===== src/rtl/vram_pkg.sv =====
// ============================================================================
// vram_pkg: shared types and constants for the VRAM bus arbiter.
// Revision: 1.0
// ============================================================================
`default_nettype none

package vram_pkg;

    localparam int VRAM_AW = 20;
    localparam int VRAM_DW = 16;

    typedef enum logic [2:0] {
        ST_IDLE    = 3'd0,
        ST_SCAN_RD = 3'd1,
        ST_ISA_RD  = 3'd2,
        ST_WB_GNT  = 3'd3,
        ST_WB_XFER = 3'd4
    } arb_state_e;

    typedef struct packed {
        logic ce_n;
        logic oe_n;
        logic we_n;
    } strobes_t;

    localparam strobes_t STROBES_IDLE = '{ce_n: 1'b1, oe_n: 1'b1, we_n: 1'b1};
    localparam strobes_t STROBES_READ = '{ce_n: 1'b0, oe_n: 1'b0, we_n: 1'b1};

endpackage

`default_nettype wire


===== src/rtl/vram_read_timer.sv =====
// ============================================================================
// vram_read_timer: loadable 3-bit down-counter timing a VRAM read strobe.
// Revision: 1.0
// ============================================================================
`default_nettype none

module vram_read_timer (
    input  logic       clk_i,
    input  logic       rst_n_i,
    input  logic       load_i,
    input  logic [2:0] count_i,
    output logic       last_o,
    output logic       done_o
);

    logic [2:0] cnt_q, cnt_d;

    always_comb begin
        cnt_d = cnt_q;
        if (load_i) begin
            cnt_d = count_i;
        end else if (cnt_q != 3'd0) begin
            cnt_d = cnt_q - 3'd1;
        end
    end

    always_ff @(posedge clk_i) begin
        if (!rst_n_i) begin
            cnt_q <= 3'd0;
        end else begin
            cnt_q <= cnt_d;
        end
    end

    assign last_o = (cnt_q == 3'd1);
    assign done_o = (cnt_q == 3'd0);

endmodule

`default_nettype wire


===== src/rtl/vram_bus_arbiter.sv =====
// ============================================================================
// vram_bus_arbiter: arbitrates the VRAM bus between scanout, ISA reads and
// the write-buffer drain. Optional macro: VRAM_ARB_STARVE_GUARD_EN.
// Revision: 1.0
// ============================================================================
`default_nettype none

module vram_bus_arbiter
    import vram_pkg::*;
#(
    parameter int READ_CYCLES    = 2,
    parameter int SCAN_BURST_MAX = 8
) (
    input  logic               clock,
    input  logic               RESET,
    input  logic               scan_req,
    input  logic [VRAM_AW-1:0] scan_addr,
    output logic               scan_ack,
    input  logic               isa_rd_req,
    input  logic [VRAM_AW-1:0] isa_rd_addr,
    output logic               isa_rd_ack,
    output logic [VRAM_DW-1:0] rd_data,
    input  logic               wbuf_empty,
    input  logic               wbuf_almost_full,
    output logic               wbuf_free,
    input  logic [VRAM_AW-1:0] wbuf_addr,
    input  logic               wbuf_we_n,
    input  logic               wbuf_ce_n,
    input  logic               wbuf_io_en,
    input  logic [VRAM_DW-1:0] vram_data_in,
    output logic [VRAM_AW-1:0] vram_addr,
    output logic               vram_ce_n,
    output logic               vram_oe_n,
    output logic               vram_we_n,
    output logic               busy
);

    localparam logic [2:0] READ_LOAD = 3'(READ_CYCLES);

    arb_state_e         state_q, state_d;
    strobes_t           strb_q, strb_d;
    logic [VRAM_AW-1:0] addr_q, addr_d;
    logic [VRAM_DW-1:0] rd_data_q, rd_data_d;
    logic               scan_ack_q, scan_ack_d;
    logic               isa_ack_q, isa_ack_d;
    logic               free_q, free_d;
    logic               busy_q;
    logic               tmr_load, tmr_last, tmr_done;
    logic               wb_first;

    vram_read_timer u_timer (
        .clk_i   (clock),
        .rst_n_i (RESET),
        .load_i  (tmr_load),
        .count_i (READ_LOAD),
        .last_o  (tmr_last),
        .done_o  (tmr_done)
    );

`ifdef VRAM_ARB_STARVE_GUARD_EN
    localparam logic [3:0] BURST_MAX = 4'(SCAN_BURST_MAX);

    logic [3:0] burst_q, burst_d;

    assign wb_first = !wbuf_empty && (wbuf_almost_full || (burst_q >= BURST_MAX));

    // Only scan grants taken while writes are waiting count toward starvation.
    always_comb begin
        burst_d = burst_q;
        if (state_q == ST_IDLE && state_d == ST_WB_GNT) begin
            burst_d = 4'd0;
        end else if (state_q == ST_IDLE && state_d == ST_SCAN_RD &&
                     !wbuf_empty && burst_q != 4'hF) begin
            burst_d = burst_q + 4'd1;
        end
    end

    always_ff @(posedge clock) begin
        if (!RESET) begin
            burst_q <= 4'd0;
        end else begin
            burst_q <= burst_d;
        end
    end
`else
    logic unused_guard;
    assign unused_guard = wbuf_almost_full ^ (SCAN_BURST_MAX == 0);
    assign wb_first     = 1'b0;
`endif

    always_comb begin
        state_d    = state_q;
        strb_d     = STROBES_IDLE;
        addr_d     = addr_q;
        rd_data_d  = rd_data_q;
        scan_ack_d = 1'b0;
        isa_ack_d  = 1'b0;
        free_d     = 1'b0;
        tmr_load   = 1'b0;
        case (state_q)
            ST_IDLE: begin
                // ISA reads wait for an empty buffer so they see the latest writes.
                if (wb_first) begin
                    state_d = ST_WB_GNT;
                    free_d  = 1'b1;
                end else if (scan_req) begin
                    state_d  = ST_SCAN_RD;
                    addr_d   = scan_addr;
                    strb_d   = STROBES_READ;
                    tmr_load = 1'b1;
                end else if (isa_rd_req && wbuf_empty) begin
                    state_d  = ST_ISA_RD;
                    addr_d   = isa_rd_addr;
                    strb_d   = STROBES_READ;
                    tmr_load = 1'b1;
                end else if (!wbuf_empty) begin
                    state_d = ST_WB_GNT;
                    free_d  = 1'b1;
                end
            end
            ST_SCAN_RD, ST_ISA_RD: begin
                if (tmr_last) begin
                    state_d    = ST_IDLE;
                    rd_data_d  = vram_data_in;
                    scan_ack_d = (state_q == ST_SCAN_RD);
                    isa_ack_d  = (state_q == ST_ISA_RD);
                end else if (tmr_done) begin
                    state_d = ST_IDLE;
                end else begin
                    strb_d = STROBES_READ;
                end
            end
            ST_WB_GNT: begin
                // The buffer answers the grant this cycle; its strobes drive the next.
                state_d = ST_WB_XFER;
                addr_d  = wbuf_addr;
                if (wbuf_io_en) begin
                    strb_d = '{ce_n: wbuf_ce_n, oe_n: 1'b1, we_n: wbuf_we_n};
                end
            end
            ST_WB_XFER: begin
                state_d = ST_IDLE;
            end
            default: begin
                state_d = ST_IDLE;
            end
        endcase
    end

    always_ff @(posedge clock) begin
        if (!RESET) begin
            state_q    <= ST_IDLE;
            strb_q     <= STROBES_IDLE;
            addr_q     <= '0;
            rd_data_q  <= '0;
            scan_ack_q <= 1'b0;
            isa_ack_q  <= 1'b0;
            free_q     <= 1'b0;
            busy_q     <= 1'b0;
        end else begin
            state_q    <= state_d;
            strb_q     <= strb_d;
            addr_q     <= addr_d;
            rd_data_q  <= rd_data_d;
            scan_ack_q <= scan_ack_d;
            isa_ack_q  <= isa_ack_d;
            free_q     <= free_d;
            busy_q     <= (state_d != ST_IDLE);
        end
    end

    assign scan_ack   = scan_ack_q;
    assign isa_rd_ack = isa_ack_q;
    assign rd_data    = rd_data_q;
    assign wbuf_free  = free_q;
    assign vram_addr  = addr_q;
    assign vram_ce_n  = strb_q.ce_n;
    assign vram_oe_n  = strb_q.oe_n;
    assign vram_we_n  = strb_q.we_n;
    assign busy       = busy_q;

endmodule

`default_nettype wire

===== config.mk =====
export PLATFORM = sky130hd
export DESIGN_NAME = vram_bus_arbiter
export DESIGN_NICKNAME = d
export VERILOG_FILES = /design/src/rtl/vram_pkg.sv /design/src/rtl/vram_read_timer.sv /design/src/rtl/vram_bus_arbiter.sv
export SDC_FILE = /design/constraint.sdc
export NUM_CORES = 1
export LEC_CHECK = 0
export ABC_AREA = 1
export CORE_ASPECT_RATIO = 1.2
export CORE_MARGIN = 2
export CORE_UTILIZATION = 40
export DETAILED_ROUTE_END_ITERATION = 8
export MAX_ROUTING_LAYER = met4
export PLACE_DENSITY_LB_ADDON = 0.3
export SLEW_MARGIN = 20
export SYNTH_ARGS = -nofsm -noshare
export SYNTH_HDL_FRONTEND = slang
export SYNTH_HIERARCHICAL = 1
export SYNTH_SLANG_ARGS = --single-unit

===== constraint.sdc =====
create_clock -name clock -period 2.6 [get_ports clock]
set_input_delay 0.26 -clock clock [delete_from_list [all_inputs] [get_ports clock]]
set_output_delay 0.26 -clock clock [all_outputs]
set_load 0.02 [all_outputs]

### After elaboration in Yosys (flattened, before gate mapping)

Index checks and enable logic that the tools add are counted.

| word-level totals | value |
|---|---|
| register bits | 49 |
| bits of input ports | 85 |
| output and inout bits | 43 |
| word-level logic and storage cells | 54 |

| operators by class | value |
|---|---|
| add/subtract/negate cells | 1 |
| equality and inequality tests | 5 |
| muxes and demuxes | 21 |
| bitwise operators | 2 |
| reduce and logical (&&, ||, !) cells | 13 |

Operators by type and width:

| kind | count |
|---|---|
| 2-to-1 mux 20 bit | 2 |
| one-hot mux 20 bit (2 select lines) | 1 |
| 2-to-1 mux 3 bit | 10 |
| one-hot mux 3 bit (3 select lines) | 2 |
| == test 3 x 1 -> 1 bit (second input constant) | 2 |
| == test 3 x 2 -> 1 bit (second input constant) | 2 |
| zero test 3 bit | 2 |
| nonzero test 3 bit | 2 |
| 2-to-1 mux 1 bit | 4 |
| 2-to-1 mux 2 bit | 2 |
| AND reduction 2 bit | 2 |
| nonzero test 2 bit | 2 |
| OR reduction 2 bit | 2 |
| OR reduction 4 bit | 1 |
| inequality test 3 bit (second input constant) | 1 |
| AND reduction 3 bit | 1 |
| subtractor 3 x 1 -> 3 bit (second input constant) | 1 |
| NOT 1 bit | 2 |
| logical AND 1 bit | 1 |

### Longest topological paths before layout

Gate-level depths: netlist of the first run.

| logic depth | value |
|---|---|
| depth after elaboration | 5 |
| gate-level depth with buffers | 10 |
| mapped depth without buffers | 9 |

### By module

The synthesis of the first run kept the hierarchy.

By module, submodules not included:

| module | times used | cells each | area each (sq um) | sequential area each (sq um) |
|---|---|---|---|---|
| vram_bus_arbiter | 1 | 435 | 2567.5 | 920.9 |
| vram_read_timer | 1 | 32 | 220.2 | 60.1 |

### Worst setup path before layout of the first run

OpenSTA, ideal clock, no wires.

| path | value |
|---|---|
| path type | flip-flop to flip-flop |
| from | register u_timer.cnt_q[1] |
| to | register rd_data_q[10] (netlist: rd_data[10]) |
| setup time | 0.115 ns |
| data arrival time | 1.280 ns |
| required time | 2.485 ns |
| setup slack | 1.205 ns |
| cell stages (with the launch flop) | 10 |
| buffers on the path | 2 |
| period minus slack after synthesis | 1.395 ns |
| cells stage by stage | dfxtp_1 -> inv_1 -> ha_1 -> inv_1 -> nor2_1 -> clkbuf_1 -> buf_1 -> nand3_1 -> nand2_1 -> nor2_1 |

| between the ends | value |
|---|---|
| longest elaborated chain between the ends | 2 |

RTL lines:

| what | line | RTL |
|---|---|---|
| from (decl) | vram_read_timer.sv:16 | `logic [2:0] cnt_q, cnt_d;` |
| from (signal assigned) | vram_read_timer.sv:31 | `cnt_q <= cnt_d;` |
| == test 3 x 1 -> 1 bit | vram_read_timer.sv:35 | `assign last_o = (cnt_q == 3'd1);` |
| net tmr_last | vram_bus_arbiter.sv:48 | `logic tmr_load, tmr_last, tmr_done;` |
| AND reduction 2 bit (no source line) | -- |  |
| to (signal assigned) | vram_bus_arbiter.sv:164 | `rd_data_q <= rd_data_d;` |
| to (decl) | vram_bus_arbiter.sv:43 | `logic [VRAM_DW-1:0] rd_data_q, rd_data_d;` |

The timed path passes the listed nets, and every way through them passes these cells.
A chain may end at the register's enable or synchronous reset.

### Final worst setup path of the first run

| path | value |
|---|---|
| from | register state_q[1] |
| to | register addr_q[9] (netlist: vram_addr[9]) |

| between the ends | value |
|---|---|
| longest elaborated chain between the ends | 3 |
| elaborated cells on any way between the ends | 6 |
| classes of those cells | eq/ne: 2; mux: 1; reduce/logical: 3 |

RTL lines:

| what | line | RTL |
|---|---|---|
| from (decl) | vram_bus_arbiter.sv:40 | `arb_state_e state_q, state_d;` |
| from (signal assigned) | vram_bus_arbiter.sv:161 | `state_q <= state_d;` |
| zero test 3 bit / == test 3 x 2 -> 1 bit (equally long branches) | vram_bus_arbiter.sv:100 | `case (state_q)` |
| inequality test 3 bit (no source line) / nonzero test 2 bit (equally long branches) | -- |  |
| AND reduction 2 bit (no source line) | -- |  |
| to (signal assigned) | vram_bus_arbiter.sv:163 | `addr_q <= addr_d;` |
| to (decl) | vram_bus_arbiter.sv:42 | `logic [VRAM_AW-1:0] addr_q, addr_d;` |

Parallel ways exist; a longest one is shown, timed or not.

==> out/qor.yml, run 1 <==
timing:
  finalHoldViolations: 0
  drv_slew: 0
  tightest_slew_ns: 0.7033
  relSlewSlack: 0.5300
  fmax_ghz: 0.5387
  layout_min_cycle_time_ns: 1.856
  final.setup.tns_ns: 0
  rsz0062_at_grt: "false"
  clock-skew-final_ns: 0.006132
  finalSetupViolations: 0
  layout_setup_ws_ns: 0.7435
  finalCritPeriodShare: 0.7140
setup_path:
  critPathLaunchType: "flop"
  reg2reg_slack_ns: 0.74
  path_max_fanout: 20
  required_ns: 2.79
  crit_path_end_kind: "flop"
  critical_path_arrival_ns: 2.04
  worstSetupPathType: "reg2reg"
logic_synthesis:
  ys_seq_elements: 49
  synth_cells: 467
  yosys_warnings: 6
  synth_area_per_cell_um2: 5.969
  synth_area_leaders: "dfxtp_1 35%, nand2_1 22%, nand3_1 11%"
  synth_top_cell_area_share: 0.3519
  syn-cell-area_um2: 2788
  yosysUniqueCellTypes: 23
  synth_top_area_cell: "dfxtp_1"
  yosysSeqAreaShare: 0.3519
cts:
  cts_buffers: 5
  cts_resized: 0
  cts_setup_buffers: 0
  cts_tree: "yes"
  clock_latency_ns: 0.29
  postCtsHoldBufs: 0
  clock_sinks: 49
  htree_levels: 2
  clk_path_buf_depth: 2
  cts_root_buf: "clkbuf_8"
  path_clk_slew_ns: 0.09
route:
  ant_nets: 0
  vias: 3153
  first_pass_iters: 4
  routed_wl_mm: 8.096
  drt-wirelength-per-cell_um: 12.12
  via_per_inst: 4.720
  drc: 0
  initialDrtViolationCount: 133
global_route:
  grt_pass1_wl_mm: 12.79
  grt_pass1_vias: 2917
  track_usage: 0.2157
  grt_max_degree: 35
  antenna_found_initial: 0
  gr-total-overflow: 0
power_and_ir_drop:
  p_per_area_nw_per_um2: 694.9
  vdd_drop_max_uv: 419.4
  power_leakage_nw: 2.039
  power_mw: 2.882
placement:
  port_buffers: 126
  place_hpwl_mm: 6.064
  gp_congestion: 0.8899
  pre_cts_slack_ns: 0.6163
floorplanning:
  coreArea_um2: 6813
  dieArea_um2: 7656
  die_x_um: 80.21
  num_rows: 33
  start_util: 0.4092
  io_pins: 128
  die_h_um: 95.45
final_layout:
  drive_gt1_frac: 0.04475
  fin_nets: 670
  final_common_cell: "nand2_1"
  syn2layout_area_growth_pct: 48.79
  num-fill-cells: 648
  seq_area_um2: 980.9
  multi_input_area_um2: 1426
  final_cell_mix: "162 x nand2_1, 126 x clkdlybuf4s50_1, 66 x nor2_1"
  antennaDiodeCount: 0
flow_run:
  maxCapViolCount: 0
min_path:
  hold_class: "reg2reg"
status:
  outcome: "completed"
-- report_power, final --
part	internal (mW)	leakage, nW	total [mW]	switching (mW)
logic	0.618	1.60	1.45	0.836
clock network	0.178	0.0399	0.413	0.236
registers	0.914	0.402	1.01	0.100
total	1.71	2.04	2.88	1.17
-- Yosys cell counts --
cell,n
nand2_1,162
nor2_1,67
nand3_1,59
inv_1,58
dfxtp_1,49
a21oi_1,19
buf_2,12
clkbuf_1,8
buf_4,4
nand4_1,4
buf_6,3
ha_1,3
inv_2,3
nand3_2,3
o21ai_0,3
conb_1,2
nor2_2,2
a21oi_2,1
buf_1,1
nand2_4,1
nor4_1,1
o211ai_1,1
xnor2_1,1
-- cell type report --
cell class	count	share of cell area
well taps	87	0.02624
flip-flops and latches	49	0.2365
clock buffers	5	0.01659
multi-input cells	330	0.3439
inverters	61	0.05520
clock inverters	1	0.001207
repair buffers	135	0.3204
-- sequential cells by signal, summed over array words and instances (netlist names) --
register and count:
state_q 3, vram_we_n 1, wbuf_free 1, u_timer/cnt_q 3, isa_rd_ack 1, rd_data 16
vram_ce_n 1, scan_ack 1, vram_oe_n 1, busy 1, vram_addr 20
-- critical path: stages (launching register included) --
cell and delay (ns):
dfxtp_1 0.51, nand3_2 0.35, nand2_1 0.16, nand2_1 0.42
nor2_1 0.24, nor2_1 0.07
-- cells by family (layout without fill, tap and decap cells) --
family          Yosys count  after routing  share of synthesized area
buf+inv                  89            202                     0.1387
flops                    49             49                     0.3519
other cells               2              3                   0.002694
simple gates            299            299                     0.4448
compound gates           24             24                    0.04533
fa+ha+maj                 3              3                    0.01347
xor+xnor                  1              1                   0.003142
-- metal layers --
metal / vias up / GRT usage / wire length, um
met1: 1383 / 0.2320 / 3338
met2: 118 / 0.3861 / 3967
met4: 0 / 0.06215 / 110
met5: - / - / 0
li1: 1643 / - / -
met3: 9 / 0.05966 / 679
-- final timing paths --
kind         cells past startpoint                         to               startpoint
max reg2reg                      5  vram_addr[9]$_SDFFE_PN0P_    state_q[1]$_SDFF_PN0_
max                              5  vram_addr[9]$_SDFFE_PN0P_    state_q[1]$_SDFF_PN0_
min                              2    rd_data[8]$_SDFFE_PN0P_  rd_data[8]$_SDFFE_PN0P_
min reg2reg                      2    rd_data[8]$_SDFFE_PN0P_  rd_data[8]$_SDFFE_PN0P_
-- metrics by stage --
| stage | util | instances | hold WS, ns | instance area [um2] |
|---|---|---|---|---|
| floorplan | - | 468 | 0.3369 | 2791 |
| global placement | 0.5980 | 662 | 0.4582 | 4074 |
| detailed placement | 0.5980 | 662 | 0.4688 | 4074 |
| CTS | 0.6088 | 668 | 0.4894 | 4148 |
| global route | 0.6088 | 668 | 0.5220 | 4148 |
| finish | 0.6088 | 668 | 0.4869 | 4148 |
Power figures use the tool's default switching activity.
==> run 2, diff against run 1 <==
==> constraint.sdc (replaced) <==
create_clock -name clock -period 1.77 [get_ports clock]
set_input_delay 0.177 -clock clock [delete_from_list [all_inputs] [get_ports clock]]
set_output_delay 0.177 -clock clock [all_outputs]
set_load 0.02 [all_outputs]
==> run 2 against run 1 <==
  * Largest cell class unchanged
  * Setup slack got worse by 0.42 ns
  * Clock power up 89%
  * Largest power group unchanged
  * Die area unchanged
  * Critical endpoint is now rd_data[0]
==> out/qor.yml, run 2 (synthesized netlist as in run 1, its figures left out) <==
cts:
  htree_levels: 2
  postCtsHoldBufs: 0
  cts_root_buf: "clkbuf_8"
  cts_resized: 0
  cts_buffers: 5
  cts_setup_buffers: 0
  clock_latency_ns: 0.30
  clk_path_buf_depth: 2
  clock_sinks: 49
  path_clk_slew_ns: 0.09
  cts_tree: "yes"
placement:
  gp_congestion: 0.9283
  place_hpwl_mm: 6.050
  pre_cts_slack_ns: 0.1805
  port_buffers: 126
  numPlacedInstances: 669
  place_area_um2: 4151
power_and_ir_drop:
  vdd_drop_max_uv: 674.2
  p_per_area_nw_per_um2: 1054
  power_leakage_nw: 2.095
  power_mw: 4.484
setup_path:
  endpoint: "rd_data[0]"
  critPathMaxStageDelay_ns: 0.62
  r2r-start: "u_timer/cnt_q[0]$_SDFFE_PN0P_"
  critical_path_arrival_ns: 1.27
  path_cells: "clkdlybuf4s50_1"
  reg2reg_slack_ns: 0.39
  reg2regPathDepth: 8
  worstSetupPathType: "reg2out"
  regToRegEndpoint: "vram_ce_n$_SDFF_PN1_"
  critPathLaunch: "rd_data[0]$_SDFFE_PN0P_"
  path_depth: 1
  critPathLaunchType: "flop"
  path_max_fanout: 2
  path_delay_family: "buffers and inverters"
  cp.buffers_inverters: 1
  crit_path_end_kind: "output port"
  slowest_stage: "clkdlybuf4s50_1"
  required_ns: 1.59
min_path:
  hold_class: "in2reg"
timing:
  layout_min_cycle_time_ns: 1.450
  finalHoldViolations: 0
  fmax_ghz: 0.6897
  rsz0062_at_grt: "false"
  finalSetupViolations: 0
  clock-skew-final_ns: 0.009015
  layout_setup_ws_ns: 0.3201
  hold_slack_ns: 0.4448
  finalCritPeriodShare: 0.8191
  drv_slew: 0
  final.setup.tns_ns: 0
floorplanning:
  io_pins: 128
  dieArea_um2: 7656
  start_util: 0.4092
  die_h_um: 95.45
  die_x_um: 80.21
  coreArea_um2: 6813
  num_rows: 33
global_route:
  gr-total-overflow: 0
  use_met3: 0.06629
  grt_pass1_vias: 2890
  busiest_layer: "met2"
  track_usage: 0.2136
  met2_usage: 0.3882
  grt_use_met1: 0.2220
  grt_pass1_wl_mm: 12.68
  grt_max_degree: 35
  antenna_found_initial: 0
final_layout:
  stdcell_area_um2: 4255
  syn2layout_area_growth_pct: 52.65
  largest_reg_flops: 20
  seq_area_um2: 980.9
  antennaDiodeCount: 0
  final_cell_mix: "162 x nand2_1, 126 x clkdlybuf4s50_1, 66 x nor2_1"
  multi_input_area_um2: 1426
  final_common_cell: "nand2_1"
  num-fill-cells: 627
  layoutNonFillerInstCount: 676
  drive_gt1_frac: 0.05772
  finish.utilization: 0.6246
  fin_nets: 677
route:
  routed_wl_mm: 7.985
  via_per_inst: 4.655
  drt-wirelength-per-cell_um: 11.81
  initialDrtViolationCount: 98
  ant_nets: 0
  vias: 3147
  drc: 0
  first_pass_iters: 4
status:
  outcome: "completed"
flow_run:
  maxCapViolCount: 0
==> run 2: how the worst min path moves through the flow <==
stage	startpoint	endpoint	slack, ns	depth (start not counted)
after floorplan	wbuf_empty	wbuf_free$_SDFF_PP0_	0.25	1
after global placement	rd_data[14]$_SDFFE_PN0P_	rd_data[14]$_SDFFE_PN0P_	0.46	2
after detailed placement	rd_data[4]$_SDFFE_PN0P_	rd_data[4]$_SDFFE_PN0P_	0.47	2
after CTS	wbuf_we_n	vram_we_n$_SDFF_PN1_	0.44	3
after global routing	wbuf_we_n	vram_we_n$_SDFF_PN1_	0.49	3
final	wbuf_we_n	vram_we_n$_SDFF_PN1_	0.44	3
==> run 2: layer usage <==
| metal | share of wire | wire, um |
|---|---|---|
| met5 | 0 | 0 |
| met4 | 0.013 | 104 |
| met3 | 0.088 | 702 |
| met2 | 0.48 | 3851 |
| met1 | 0.42 | 3326 |
==> run 2: area by class of cell <==
type	count	share of cell area
Inverter	61	0.05381
Clock buffer	5	0.01617
Multi-Input combinational cell	330	0.3352
Timing Repair Buffer	142	0.3305
Tap cell	87	0.02558
Sequential cell	49	0.2305
Clock inverter	2	0.008233
==> run 2: report_power, final <==
part | total, mW | internal [mW] | switching (mW)
clock network | 0.781 | 0.411 | 0.370
logic | 2.21 | 0.966 | 1.25
registers | 1.49 | 1.34 | 0.146
total | 4.48 | 2.72 | 1.76
